## src/rtl/alu_serial_seq_pkg.sv

```systemverilog
// Shared opcode constants and sequencer state encoding for the bit-serial ALU.
package alu_serial_seq_pkg;

  localparam logic [1:0] ALU_OP_ADD = 2'b00;
  localparam logic [1:0] ALU_OP_SUB = 2'b01;
  localparam logic [1:0] ALU_OP_AND = 2'b10;
  localparam logic [1:0] ALU_OP_OR  = 2'b11;

  typedef enum logic [1:0] {
    ST_IDLE  = 2'd0,
    ST_SHIFT = 2'd1,
    ST_DONE  = 2'd2
  } state_t;

  // ADD and SUB are the only ops whose carry/overflow flags are meaningful.
  function automatic logic op_is_arith(input logic [1:0] op);
    return ~op[1];
  endfunction

endpackage

```

## src/rtl/alu_bit_slice.sv

```systemverilog
// Combinational 1-bit ALU slice: full adder with B inversion for SUB, plus AND/OR.
module alu_bit_slice
  import alu_serial_seq_pkg::*;
(
  input  logic       a,
  input  logic       b,
  input  logic       cin,
  input  logic [1:0] op,
  output logic       res,
  output logic       cout
);

  logic b_eff;

  always_comb begin
    b_eff = b ^ (op == ALU_OP_SUB);
    // The adder carry is produced for every op; the sequencer decides whether it matters.
    cout  = (a & b_eff) | (a & cin) | (b_eff & cin);
    case (op)
      ALU_OP_ADD, ALU_OP_SUB: res = a ^ b_eff ^ cin;
      ALU_OP_AND:             res = a & b;
      default:                res = a | b;
    endcase
  end

endmodule

```

## src/rtl/alu_serial_seq.sv

```systemverilog
// Bit-serial WIDTH-bit ALU sequencer: accepts an op, runs one slice LSB-first for
// WIDTH cycles with a carry flop, then holds result and flags until consumed.
module alu_serial_seq
  import alu_serial_seq_pkg::*;
#(
  parameter int WIDTH = 8
) (
  input  logic             clk,
  input  logic             rst_n,
  input  logic             in_valid,
  output logic             in_ready,
  input  logic [WIDTH-1:0] in_a,
  input  logic [WIDTH-1:0] in_b,
  input  logic [1:0]       in_op,
  output logic             out_valid,
  input  logic             out_ready,
  output logic [WIDTH-1:0] out_res,
  output logic             out_carry,
  output logic             out_ovf,
  output logic             out_zero
);

  localparam int CNT_W = $clog2(WIDTH);

  state_t           state_q, state_d;
  logic [CNT_W-1:0] cnt_q;
  logic             carry_q;
  logic             ovf_q;
  logic [WIDTH-1:0] a_q, b_q, res_q;
  logic [1:0]       op_q;
  logic             accept, last_bit, in_shift;
  logic             slice_res, slice_cout;

  assign accept   = in_valid && (state_q == ST_IDLE);
  assign in_shift = (state_q == ST_SHIFT);
  assign last_bit = (cnt_q == CNT_W'(WIDTH - 1));

  alu_bit_slice u_slice (
    .a    (a_q[0]),
    .b    (b_q[0]),
    .cin  (carry_q),
    .op   (op_q),
    .res  (slice_res),
    .cout (slice_cout)
  );

  // ---- control: state, bit counter, carry ----
  always_ff @(posedge clk or negedge rst_n) begin
    if (!rst_n) begin
      state_q <= ST_IDLE;
      cnt_q   <= '0;
      carry_q <= 1'b0;
    end else begin
      state_q <= state_d;
      if (accept) begin
        cnt_q   <= '0;
        carry_q <= in_op[0];
      end else if (in_shift) begin
        cnt_q   <= cnt_q + CNT_W'(1);
        carry_q <= slice_cout;
      end
    end
  end

  always_comb begin
    state_d = state_q;
    case (state_q)
      ST_IDLE:  if (in_valid)  state_d = ST_SHIFT;
      ST_SHIFT: if (last_bit)  state_d = ST_DONE;
      ST_DONE:  if (out_ready) state_d = ST_IDLE;
      default:                 state_d = ST_IDLE;
    endcase
  end

  // ---- datapath: operand shifters, result shifter, overflow capture ----
  always_ff @(posedge clk) begin
    if (accept) begin
      a_q  <= in_a;
      b_q  <= in_b;
      op_q <= in_op;
    end else if (in_shift) begin
      a_q   <= a_q >> 1;
      b_q   <= b_q >> 1;
      res_q <= {slice_res, res_q[WIDTH-1:1]};
      // carry_q is the carry into the MSB while the last bit is processed
      if (last_bit) ovf_q <= carry_q ^ slice_cout;
    end
  end

  // ---- outputs: gated by DONE so a partial or stale result is never visible ----
  always_comb begin
    in_ready  = (state_q == ST_IDLE);
    out_valid = (state_q == ST_DONE);
    out_res   = out_valid ? res_q : '0;
    out_carry = out_valid && op_is_arith(op_q) && carry_q;
    out_ovf   = out_valid && op_is_arith(op_q) && ovf_q;
    out_zero  = out_valid && (res_q == '0);
  end

endmodule

```

## config.mk

```make
export PLATFORM = sky130hd
export DESIGN_NAME = alu_serial_seq
export DESIGN_NICKNAME = d
export VERILOG_FILES = /design/src/rtl/alu_serial_seq_pkg.sv /design/src/rtl/alu_bit_slice.sv /design/src/rtl/alu_serial_seq.sv
export SDC_FILE = /design/constraint.sdc
export NUM_CORES = 1
export LEC_CHECK = 0
export CORE_UTILIZATION = 40
export CTS_BUF_LIST = sky130_fd_sc_hd__clkbuf_16
export DETAILED_ROUTE_END_ITERATION = 10
export MAX_ROUTING_LAYER = met4
export PLACE_DENSITY = 0.77
export SLEW_MARGIN = 15
export SYNTH_ARGS = -nofsm -noshare
export SYNTH_HDL_FRONTEND = slang
export SYNTH_SLANG_ARGS = --single-unit
```

## constraint.sdc

```tcl
create_clock -name clk -period 2.1 [get_ports clk]
set_clock_uncertainty 0.2 [all_clocks]
set_input_delay 0.42 -clock clk [delete_from_list [all_inputs] [get_ports clk]]
set_output_delay 0.42 -clock clk [all_outputs]
set_load 0.03 [all_outputs]
```

==> metrics.md <==
| Metric | Value |
|---|---|
| I/O pin count | `35` |
| Gpl congestion | `0.764` |
| Worst R2R Start | `op_q[1]` |
| Seq/Total Area, Yosys | `66.0%` |
| First-pass GRT wire length | `4290 µm` |
| Synth warn | `0` |
| DRC Markers | `0` |
| Max VDD drop | `0.779 mV` |
| Int Power | `1.94 mW` |
| Setup WS post-layout | `55.5 ps` |
| Hold WS | `192 ps` |
| Most common library cells after synthesis | `27 x edfxtp_1, 14 x mux2_1, 11 x and2_1` |
| Worst skew pair latency | `270 ps` |
| FF/Latch Area | `961 µm²` |
| N_diodes | `0` |
| Vias per cell | `4.92` |
| CTS HTree Levels | `2` |
| Starting DRT DRC Count | `16` |
| Finished Layout Cells | `193` |
| Final min period | `2040 ps` |
| I/O Buffers | `34` |
| Netlist cell types | `28` |
| Vias in the first global route | `965` |
| Setup crit start kind | `register` |
| Crit path kind | `register to primary output` |
| Lkg Pwr | `0.854 nW` |
| Combined area of the multi-input logic cells | `470 µm²` |
| Area leader, netlist | `edfxtp_1` |
| Crit share post-route | `97.4%` |
| Pwr dens | `1340 mW/mm²` |
| Clk pwr share | `24.3%` |
| Clock sink count | `33` |
| Root Driver | `clkbuf_16` |
| Comb power frac | `27.7%` |
| Total number of vias | `949` |
| Clk slew on worst S/H paths | `50 ps` |
| Sequential power share | `48.0%` |
| Switching share of power | `28.6%` |
| Largest net degree at the start of global routing | `14` |
| Layout area overhead | `39.5%` |
| Reg2Reg Depth | `5` |
| Count leader, synth | `edfxtp_1` |
| Largest fanout on the critical path | `2` |
| Synth Flop Type | `edfxtp_1` |
| CP endpoint kind | `primary output` |
| Final core utilization | `59.4%` |
| Grt ovf | `0` |
| FMAX | `489 MHz` |
| DRT Pass-1 Iters | `4` |
| Status | `complete, no violations` |
| Setup TNS Final | `0 ps` |
| R2R setup slack | `290 ps` |
| WP data required | `1480 ps` |
| Yosys top cell area share | `55.7%` |
| Placed insts | `184` |
| Ys async rst share | `18.2%` |
| Initial antenna violation count | `0` |
| Routed length per placed instance | `13.5 µm` |
| Worst slack, placed | `-47.8 ps` |
| Share of cells above drive strength 1 | `21.1%` |
| HPWL after DPL | `1920 µm` |
| Number of synthesized flops with an enable pin | `27` |
| Syn Area/Cell | `14.8 µm²` |
| Fin. max-slew vios | `0` |
| Filler Cell Count | `293` |
| Relative slew slack | `79.6%` |
| Syn Inst Count | `98` |
| Placed cell area | `0.00187 mm²` |
| Maxcap violations | `0` |
| Critical R2R Capture | `res_q[7]` |
| CTS buffer count | `5` |
| Clock Path Buffers | `2` |
| Final setup viols | `0` |
| CTS hold repair buffers | `0` |
| Starting Density | `42.6%` |
| Seq cells post-synth | `33` |
| Post-route cell area | `0.00203 mm²` |
| Top post-synthesis cells by area | `edfxtp_1 56%, mux2_1 11%, dfrtp_1 10%` |
| Mapped Area | `0.00146 mm²` |
| Die Y | `62.3 µm` |
| Post-DRT Antenna Nets | `0` |
| Die area | `0.00388 mm²` |
| HP Class | `input port to asynchronous set/reset pin` |
| WP data arrival | `1420 ps` |
| Die W | `62.3 µm` |
| Syn_nets | `123` |
| GRT Resource Usage Total | `15.6%` |
| Worst-Margin Slew | `304 ps` |
| Layout Nets | `171` |
| Final Total Pwr | `2.71 mW` |
| Final Hold Fails | `0` |
| RSZ-0062 raised after global routing | `no` |
| CTS tree | `done` |
| Core Region | `0.00342 mm²` |
| Rows | `21` |
| Final WL | `2620 µm` |
| Sw power | `776 µW` |
flip-flops by register name (all words and copies together), names as in the netlist:
signal and flops:
a_q 8, b_q 8, carry_q 1, cnt_q 3, op_q 2, ovf_q 1, res_q 8, state_q 2
critical path, cell delays in order (launching register included):
cell and delay (ps):
dfrtp_1 390, nor2_1 90, clkdlybuf4s50_1 670
power by group through the flow:
stage               clock network (mW)  registers, mW  logic (mW)
global placement                     0           1.30       0.700
finish                           0.659           1.30       0.751
detailed placement                   0           1.32       0.738
floorplan                            0           1.28       0.490
CTS                              0.677           1.31       0.746
global route                     0.709           1.34       0.837
timing repair:
action,4_1_cts,5_1_grt
setup buffers,0,0
hold endpoints to repair,0,0
endpoints found under the setup margin,0,2
resized for setup,0,6
cells by family after synthesis:
kind of cell	count (synthesis)	share of synthesized area, %
buffers and inverters	6	2.15
DFF	33	66.0
and+or+nand+nor	29	12.3
AOI/OAI and AO/OA	11	4.39
adders and majority gates	3	3.10
xor gates and xnor gates	2	1.20
muxes	14	10.8
worst max path at each step:
stage	endpoint	start	slack, ps	cells past startpoint
6_report	in_ready	state_q[1]	60	2
5_1_grt	in_ready	state_q[0]	4	2
3_3_place_gp	b_q[0]	in_valid	-20	4
2_1_floorplan	out_res[0]	state_q[1]	260	3
3_5_place_dp	a_q[4]	in_valid	-50	4
4_1_cts	out_ovf	state_q[1]	20	5
placed cells by master (no fill, tap or decap), types with 2 or more instances in the layout:
cell type	synthesis	layout
a21oi_1	2	2
buf_4	2	20
mux2_1	14	14
and3b_1	2	2
dfrtp_1	6	6
nor4_1	2	2
clkdlybuf4s50_1	0	22
inv_1	2	5
clkbuf_16	0	5
edfxtp_1	27	27
o21ai_0	5	5
nand2_1	5	5
nor2_1	3	3
buf_6	0	2
and2_1	11	11
ha_1	2	2
routing by layer:
metal	global-route usage [%]	vias up	wire (µm)
li1	-	453	-
met1	15.5	452	1000
met2	26.1	35	1390
met3	4.78	9	145
met4	10.5	0	78
met5	-	-	0
cell type report:
| class | count | share of cell area (%) |
|---|---|---|
| Sequential cell | 33 | 47.3 |
| Multi-Input combinational cell | 59 | 23.2 |
| Timing Repair Buffer | 44 | 19.4 |
| Clock buffer | 5 | 6.17 |
| Tap cell | 46 | 2.84 |
| Clock inverter | 3 | 0.555 |
| Inverter | 3 | 0.555 |
Power figures use the tool's default switching activity.
